--- config.mk ---
export PLATFORM = sky130hd
export DESIGN_NAME = parking_duration_tracker
export DESIGN_NICKNAME = d
export VERILOG_FILES = /design/src/rtl/parking_pkg.sv /design/src/rtl/slot_timer.sv /design/src/rtl/parking_duration_tracker.sv
export SDC_FILE = /design/constraint.sdc
export NUM_CORES = 1
export LEC_CHECK = 0
export CAP_MARGIN = 30
export CELL_PAD_IN_SITES_DETAIL_PLACEMENT = 1
export CELL_PAD_IN_SITES_GLOBAL_PLACEMENT = 2
export CORE_MARGIN = 2
export CORE_UTILIZATION = 36
export CTS_CLUSTER_DIAMETER = 150
export DETAILED_ROUTE_END_ITERATION = 10
export PLACE_DENSITY_LB_ADDON = 0.1
export SKIP_LAST_GASP = 1
export SLEW_MARGIN = 20
export SYNTH_ARGS = -nofsm -noshare
export SYNTH_HDL_FRONTEND = slang
export SYNTH_SLANG_ARGS = --single-unit
--- constraint.sdc ---
create_clock -name clk -period 3.35 [get_ports clk]
set_clock_uncertainty 0.15 [all_clocks]
set_input_delay 0.335 -clock clk [delete_from_list [all_inputs] [get_ports clk]]
set_output_delay 0.335 -clock clk [all_outputs]
set_load 0.01 [all_outputs]
--- src/rtl/parking_pkg.sv ---
// Shared constants and types for the parking bay duration tracker and its
// neighbours (gate controller, fee stage).
package parking_pkg;

  localparam int DEFAULT_TIME_W = 8;
  localparam int DEFAULT_SLOTS  = 4;

  typedef enum logic [0:0] {
    EV_ENTRY = 1'b0,
    EV_EXIT  = 1'b1
  } event_e;

  // Saturation ceiling of a w-bit unsigned counter.
  function automatic logic [63:0] all_ones(input int w);
    return (64'd1 << w) - 64'd1;
  endfunction

endpackage

--- src/rtl/slot_timer.sv ---
// Per-bay saturating elapsed-time counter; start wins over stop so a same-cycle
// exit+entry restarts the stay.
module slot_timer
  import parking_pkg::*;
#(
  parameter int TIME_W = DEFAULT_TIME_W
) (
  input  logic              clk,
  input  logic              rst,
  input  logic              tick,
  input  logic              start,
  input  logic              stop,
  output logic [TIME_W-1:0] count,
  output logic              sat,
  output logic              busy
);

  localparam logic [TIME_W-1:0] MAX_COUNT = TIME_W'(all_ones(TIME_W));

  logic [TIME_W-1:0] count_reg;
  logic              sat_reg;
  logic              busy_reg;

  always_ff @(posedge clk) begin
    if (rst) begin
      count_reg <= '0;
      sat_reg   <= 1'b0;
      busy_reg  <= 1'b0;
    end else if (start) begin
      count_reg <= '0;
      sat_reg   <= 1'b0;
      busy_reg  <= 1'b1;
    end else if (stop) begin
      count_reg <= '0;
      sat_reg   <= 1'b0;
      busy_reg  <= 1'b0;
    end else if (busy_reg && tick && !sat_reg) begin
      count_reg <= count_reg + 1'b1;
      if (count_reg == MAX_COUNT - 1'b1) sat_reg <= 1'b1;
    end
  end

  assign count = count_reg;
  assign sat   = sat_reg;
  assign busy  = busy_reg;

endmodule

--- src/rtl/parking_duration_tracker.sv ---
// Multi-bay parking duration tracker: decodes entry/exit events, checks them,
// and registers the exit duration and occupancy summary.
module parking_duration_tracker
  import parking_pkg::*;
#(
  parameter int TIME_W = DEFAULT_TIME_W,
  parameter int SLOTS  = DEFAULT_SLOTS,
  parameter int SLOT_W = $clog2(SLOTS)
) (
  input  logic              clk,
  input  logic              rst,
  input  logic              tick,
  input  logic              in_valid,
  input  logic [SLOT_W-1:0] in_slot,
  input  logic              out_valid,
  input  logic [SLOT_W-1:0] out_slot,
  output logic              dur_valid,
  output logic [SLOT_W-1:0] dur_slot,
  output logic [TIME_W-1:0] duration,
  output logic              dur_sat,
  output logic              err_occupied,
  output logic              err_empty,
  output logic              err_slot,
  output logic [SLOTS-1:0]  occupied,
  output logic [SLOT_W:0]   free_count
);

  localparam logic [TIME_W-1:0] MAX_COUNT = TIME_W'(all_ones(TIME_W));
  localparam logic [SLOT_W:0]   SLOTS_CNT = (SLOT_W + 1)'(SLOTS);

  logic [TIME_W-1:0] count_arr [SLOTS];
  logic [SLOTS-1:0]  sat_vec, busy_vec, start_vec, stop_vec, occ_next;

  logic in_range, out_range, in_ok, out_ok;
  logic exit_hit, exit_empty, same_bay, entry_ok, entry_clash;
  logic [TIME_W-1:0] sel_count, exit_count;
  logic              sel_sat, adv, exit_sat;
  logic [SLOT_W:0]   free_next;

  logic              dur_valid_reg, dur_sat_reg;
  logic [SLOT_W-1:0] dur_slot_reg;
  logic [TIME_W-1:0] duration_reg;
  logic              err_occupied_reg, err_empty_reg, err_slot_reg;
  logic [SLOT_W:0]   free_count_reg;

  assign in_range  = {1'b0, in_slot} < SLOTS_CNT;
  assign out_range = {1'b0, out_slot} < SLOTS_CNT;
  assign in_ok     = in_valid && in_range;
  assign out_ok    = out_valid && out_range;

  assign exit_hit    = out_ok && busy_vec[out_slot];
  assign exit_empty  = out_ok && !busy_vec[out_slot];
  // A same-bay exit frees the bay before the entry is judged.
  assign same_bay    = exit_hit && (out_slot == in_slot);
  assign entry_ok    = in_ok && (!busy_vec[in_slot] || same_bay);
  assign entry_clash = in_ok && busy_vec[in_slot] && !same_bay;

  genvar gi;
  generate
    for (gi = 0; gi < SLOTS; gi++) begin : g_bay
      assign start_vec[gi] = entry_ok && (in_slot == SLOT_W'(gi));
      assign stop_vec[gi]  = exit_hit && (out_slot == SLOT_W'(gi));
      assign occ_next[gi]  = start_vec[gi] | (busy_vec[gi] & ~stop_vec[gi]);

      slot_timer #(.TIME_W(TIME_W)) u_timer (
        .clk   (clk),
        .rst   (rst),
        .tick  (tick),
        .start (start_vec[gi]),
        .stop  (stop_vec[gi]),
        .count (count_arr[gi]),
        .sat   (sat_vec[gi]),
        .busy  (busy_vec[gi])
      );
    end
  endgenerate

  // Reported duration includes a tick arriving in the exit cycle.
  assign sel_count  = count_arr[out_slot];
  assign sel_sat    = sat_vec[out_slot];
  assign adv        = tick && !sel_sat;
  assign exit_count = adv ? sel_count + 1'b1 : sel_count;
  assign exit_sat   = sel_sat || (adv && (sel_count == MAX_COUNT - 1'b1));

  always_comb begin
    free_next = SLOTS_CNT;
    for (int i = 0; i < SLOTS; i++) begin
      free_next = free_next - {{SLOT_W{1'b0}}, occ_next[i]};
    end
  end

  always_ff @(posedge clk) begin
    if (rst) begin
      dur_valid_reg    <= 1'b0;
      dur_slot_reg     <= '0;
      duration_reg     <= '0;
      dur_sat_reg      <= 1'b0;
      err_occupied_reg <= 1'b0;
      err_empty_reg    <= 1'b0;
      err_slot_reg     <= 1'b0;
      free_count_reg   <= SLOTS_CNT;
    end else begin
      dur_valid_reg    <= exit_hit;
      if (exit_hit) begin
        dur_slot_reg <= out_slot;
        duration_reg <= exit_count;
        dur_sat_reg  <= exit_sat;
      end
      err_occupied_reg <= entry_clash;
      err_empty_reg    <= exit_empty;
      err_slot_reg     <= (in_valid && !in_range) || (out_valid && !out_range);
      free_count_reg   <= free_next;
    end
  end

  assign dur_valid    = dur_valid_reg;
  assign dur_slot     = dur_slot_reg;
  assign duration     = duration_reg;
  assign dur_sat      = dur_sat_reg;
  assign err_occupied = err_occupied_reg;
  assign err_empty    = err_empty_reg;
  assign err_slot     = err_slot_reg;
  assign occupied     = busy_vec;
  assign free_count   = free_count_reg;

endmodule

After elaboration in Yosys (flattened, before gate mapping) --
Cells that the tools add are included.
Cells by class: div/mod/pow operators 0, mux-type cells 18, order comparisons 3, reduce and logical (&&, ||, !) cells 48, bitwise operators 13, add/sub/neg operators 9, equality and inequality tests 12, shift operators 0, multiply operators 0
Operator list (count):
- $add A8 B1 Y8 const B | 5
- $eq A8 B8 Y1 const B | 5
- $logic_and A1 B1 Y1 | 24
- $mux W8 | 3
- $bmux W8 S2 | 1
- $reduce_or A3 Y1 | 4
- $mux W1 | 11
- $sub A3 B1 Y3 | 3
- $eq A2 B2 Y1 const B | 4
- $logic_not A1 Y1 | 8
- $reduce_and A2 Y1 | 4
- $reduce_bool A2 Y1 | 4
- $bmux W1 S2 | 3
- $lt A2 B3 Y1 const B | 2
- $and A1 B1 Y1 | 4
- $eq A2 B1 Y1 const B | 2
- $logic_not A2 Y1 | 2
- $not A1 Y1 | 4
- $or A1 B1 Y1 | 4
- $ge A3 B3 Y1 const B | 1
- $not A2 Y3 | 1
- $sub A3 B1 Y3 const A | 1
- $eq A2 B2 Y1 | 1
- $logic_or A1 B1 Y1 | 2
Storage, ports and cells: output and inout bits 22, word-level logic and storage cells 122, memory bits (writable) 0, bits in latches 0, input bits 9, register bits after elaboration 57, memories kept 0, memory bits (read-only) 0

Logic depth before layout (Yosys ltp) --
word-level depth 12, depth in mapped cells 10, mapped depth without buffers 9

Hierarchy --
A second synthesis with hierarchy kept.
Unflattened totals: cell total of the unflattened synthesis 336, area total of the unflattened synthesis 3078.0 um2
By module, submodules not included:
- slot_timer | times used 4, cells each 52, sequential area each 200.2 um2, area an instance 455.4 um2
- parking_duration_tracker | times used 1, cells each 128, sequential area each 340.3 um2, area an instance 1256.2 um2

Least setup slack after synthesis --
OpenSTA, ideal clock, no wires.
path type input to register, from in out_slot[0], to reg free_count_reg[2], in the netlist free_count[2], arrival time 2.732 ns, cell stages on the path 10, data required time 3.077 ns, slack 0.345 ns, cells stage by stage buf_6 clkbuf_8 xnor2_1 a41oi_1 or4b_4 a21boi_1 fa_1 ha_1 ha_1 or2_2
Between the ends: longest elaborated chain between the ends 12
RTL lines:
- start, declared | line parking_duration_tracker.sv:16 | input logic [SLOT_W-1:0] out_slot,
- $bmux W1 S2 | line parking_duration_tracker.sv:51 | assign exit_hit = out_ok && busy_vec[out_slot];
- $mux W1 (not written as such) | line parking_duration_tracker.sv:51
- $logic_and A1 B1 Y1 | line parking_duration_tracker.sv:51
- $logic_and A1 B1 Y1 | line parking_duration_tracker.sv:54 | assign same_bay = exit_hit && (out_slot == in_slot);
- $logic_or A1 B1 Y1 | line parking_duration_tracker.sv:55 | assign entry_ok = in_ok && (!busy_vec[in_slot] || same_bay);
- $logic_and A1 B1 Y1 | line parking_duration_tracker.sv:55
- $logic_and A1 B1 Y1 | line parking_duration_tracker.sv:61 | assign start_vec[gi] = entry_ok && (in_slot == SLOT_W'(gi));
- $or A1 B1 Y1 | line parking_duration_tracker.sv:63 | assign occ_next[gi] = start_vec[gi] | (busy_vec[gi] & ~stop_vec[gi]);
- $sub A3 B1 Y3 (3 in a row) | line parking_duration_tracker.sv:88 | free_next = free_next - {{SLOT_W{1'b0}}, occ_next[i]};
- $sub A3 B1 Y3 * | line parking_duration_tracker.sv:88
- net free_next[2] | line parking_duration_tracker.sv:38 | logic [SLOT_W:0] free_next;
- end signal, assigned | line parking_duration_tracker.sv:112 | free_count_reg <= free_next;
- end, declared | line parking_duration_tracker.sv:44 | logic [SLOT_W:0] free_count_reg;
The timed path passes the listed nets; every way through them passes the cells marked *. The select of a mux whose other input is x is not followed. A chain may end at the register's enable or synchronous reset.

Final worst setup path --
Same ends and word-level chain as after synthesis.

==> run metrics <==
Post-CTS Hold Fix Bufs 0; Floorplan Core Area 0.008134 mm²; post-CTS setup-driven buffer insertion count 0; Sw Ratio 0.2443; finished layout cell area 0.003721 mm²; warnings from Yosys 0; Placed Area 0.003492 mm²; sequential power share 0.428; vertical die dimension 95.33 µm; total iterations of the first detailed-routing run 4; worst endpoint data arrival time 3.21 ns; residual DRC count 0; via count of the first global-routing pass 2464; synthesized area per cell 9.533 µm²; peak supply drop 0.1764 mV; peak fanout along the critical path 3; post-CTS clock slew at the launch and capture registers of the worst setup and hold paths 0.07 ns; number of enable flip-flop cells after synthesis 0; count of distinct cell types in the synthesized netlist 53; xor/xnor cell area share of the yosys netlist 0.1021; number of synthesized register bits 57; cell-internal power 1.246 mW; number of gates on the worst path with buffers counted 9; global-route wire length before repair 12.78 mm; area growth from synthesis to layout 23.92%; vias after detailed routing 2435; maximum number of pins on one net before global-route repair 20; Max stage delay on crit path 0.55 ns; final hold violations 0; worst setup margin 0.2165 ns; most used flip-flop cell after synthesis sky130_fd_sc_hd__dfxtp_1; sequential-to-total area share from yosys stat 0.3800; Antenna Nets Post-Route 0; class of the worst hold path register to register; Bufs and invs on worst path 1; Worst Reg-to-Reg Cells 8; cell row count 33; number of flip-flops in the largest register 32; Post-Layout Cell Count 473; Sw Pwr 402.7 µW; Comb pwr share 0.113; CP Cell Sequence clkdlybuf4s50_1 > mux4_2 > a41oi_1 > or3_1 > a21boi_0 > fa_1 > ha_1 > ha_1 > or2_2; H-Tree Depth 3; gate count after technology mapping 315; TritonCTS clock tree done; width of the die 95.33 µm; I/O Buffers 29; setup repair after global routing missed its margin no; total routing usage reported by global routing 0.1889; number of nets in the finished design 385; syn nets 337; number of placed instances with taps included 457; total power density per cell area 443.1 mW/mm²; top-level port count 31; minimum clock period 3.134 ns; DRT Wirelength 7.813 mm; effective utilization at floorplan 0.3692; global route total overflow 0; worst hold path depth 2; CTS resizes 0; Antenna Diode Count 0; dominant combinational cell family by area after synthesis simple AND/OR/NAND/NOR gates; drt wl/cell 16.52 µm; standard cell with the maximum stage delay on the critical path sky130_fd_sc_hd__mux4_2; category of the worst setup path launch point primary input; Synth Area in Compound Gates 0.08375; TritonCTS buffer count 9; share of the cycle needed by the critical path after routing 0.9354; vias per inst 5.148; # clock sinks 57; Synth Cell Area 0.003003 mm²; portion of total power attributed to the clock network 0.459; most used cells in the layout excluding fill and tap cells sky130_fd_sc_hd__nor2_1 (57), sky130_fd_sc_hd__dfxtp_1 (57), sky130_fd_sc_hd__clkdlybuf4s50_1 (29); Detailed Route Iter0 Violations 66; overall die area 0.009088 mm²; number of antenna violations at the first check in global routing 0; fraction of layout cells with a size suffix above 1 0.1630; crit path kind primary input to register; family of cells with the greatest summed delay on the critical path adder cells; portion of netlist area occupied by mux cells 0.08500; result of the run finished clean; half-perimeter wire length after detailed placement 5.832 mm; cell type with the highest occurrence count on the critical path sky130_fd_sc_hd__ha_1; worst endpoint required time 3.43 ns; max-cap violations 0; root cell of the clock tree sky130_fd_sc_hd__clkbuf_8; achievable frequency 0.3191 GHz; Final Max Tran Viols 0; kind of end point of the critical path register; weighted congestion at the end of routability-driven global placement 0.8813; Clk Latency, worst-skew pair 0.34 ns; adder-cell area share of the yosys netlist 0.05667; Synth async-reset ratio 0; maximum buffer depth of the clock tree 2; worst slack at placement -0.1527 ns; synthesized-area fraction occupied by and/or/nand/nor cells 0.2400; leakage power figure 1.410 nW; Final setup violation count 0
==> metrics by stage <==
stage               total power, mW  utilization  TNS, ns  hold slack (ns)
floorplan                    0.8260            -        0           0.3141
global placement             0.9073       0.4293  -0.1116           0.2899
detailed placement           0.9094       0.4293  -0.2663           0.2957
CTS                           1.673       0.4575        0           0.3034
global route                  1.727       0.4575        0           0.3311
finish                        1.649       0.4575        0           0.2993
==> final timing paths <==
path,slack [ns],start,endpoint
setup reg to reg,0.45,g_bay[2].u_timer.busy$_SDFFE_PP0P_,free_count[2]$_SDFF_PP1_
hold / removal,0.30,duration[0]$_SDFFE_PP0P_,duration[0]$_SDFFE_PP0P_
hold reg to reg,0.30,duration[0]$_SDFFE_PP0P_,duration[0]$_SDFFE_PP0P_
setup / recovery,0.22,out_slot[0],free_count[2]$_SDFF_PP1_
==> synth_stat cells (2+ instances only) <==
master                     instances  area share
sky130_fd_sc_hd__xnor2_1          17       0.050
sky130_fd_sc_hd__nor2_1           57       0.071
sky130_fd_sc_hd__and3b_1           2      0.0058
sky130_fd_sc_hd__a21oi_1           7       0.012
sky130_fd_sc_hd__buf_4             6       0.015
sky130_fd_sc_hd__and3_1           10       0.021
sky130_fd_sc_hd__and4b_1           2      0.0067
sky130_fd_sc_hd__inv_1             8       0.010
sky130_fd_sc_hd__a21boi_0          2      0.0050
sky130_fd_sc_hd__nand3_1           8       0.013
sky130_fd_sc_hd__a211oi_1          6       0.015
sky130_fd_sc_hd__buf_6             3       0.011
sky130_fd_sc_hd__nand3_2           4       0.013
sky130_fd_sc_hd__and2_1            3      0.0063
sky130_fd_sc_hd__nand4_1          10       0.021
sky130_fd_sc_hd__nand3b_1          3      0.0075
sky130_fd_sc_hd__nand2_1          19       0.024
sky130_fd_sc_hd__mux4_2            7       0.052
sky130_fd_sc_hd__dfxtp_1          57        0.38
sky130_fd_sc_hd__o21ai_0           6       0.010
sky130_fd_sc_hd__or3_1             4      0.0083
sky130_fd_sc_hd__a31oi_1           3      0.0063
sky130_fd_sc_hd__ha_1             12       0.050
sky130_fd_sc_hd__clkbuf_1          6      0.0075
sky130_fd_sc_hd__mux4_1            2       0.017
sky130_fd_sc_hd__nor2b_1           3      0.0063
sky130_fd_sc_hd__nor3_1            2      0.0033
sky130_fd_sc_hd__mux2i_1           3       0.010
sky130_fd_sc_hd__a41oi_1           2      0.0058
sky130_fd_sc_hd__xor2_1           18       0.052
==> layout make-up <==
class                      instances  area, µm²
clock buffer                      11      151.4
clock inverter                     5      77.57
fill                             933       4413
inverter                           9      33.78
multi-input combinational        232       1708
sequential                        57       1141
tap                              105      131.4
timing repair buffer              54      478.0
==> tightest hold or removal path, stage by stage, from the launching register on <==
cell and delay [ns]:
sky130_fd_sc_hd__dfxtp_1 0.31, sky130_fd_sc_hd__nand2_1 0.05, sky130_fd_sc_hd__a21oi_1 0.05
==> routing by layer <==
| metal | routed length, µm | global-route usage | vias to the layer above |
|---|---|---|---|
| met5 | 0 | 0 | - |
| met4 | 97 | 0.05797 | 0 |
| met3 | 361 | 0.04901 | 9 |
| met2 | 3660 | 0.3110 | 54 |
| met1 | 3694 | 0.2425 | 1182 |
| li1 | - | - | 1190 |
==> cells by family (layout without fill, tap and decap cells) <==
family | after synthesis | after routing
AOI/OAI and AO/OA | 33 | 33
other | 1 | 1
DFF | 57 | 57
buffers and inverters | 26 | 79
muxes | 13 | 13
adders and majority gates | 13 | 13
xor gates and xnor gates | 35 | 35
and+or+nand+nor | 137 | 137
==> power groups by stage <==
stage | registers [mW] | clock network, mW | logic, mW
2_1_floorplan | 0.728 | 0 | 0.0979
3_3_place_gp | 0.722 | 0 | 0.186
3_5_place_dp | 0.722 | 0 | 0.187
4_1_cts | 0.707 | 0.779 | 0.188
5_1_grt | 0.708 | 0.812 | 0.207
6_report | 0.706 | 0.757 | 0.186
(Power assumes the default switching activity.)
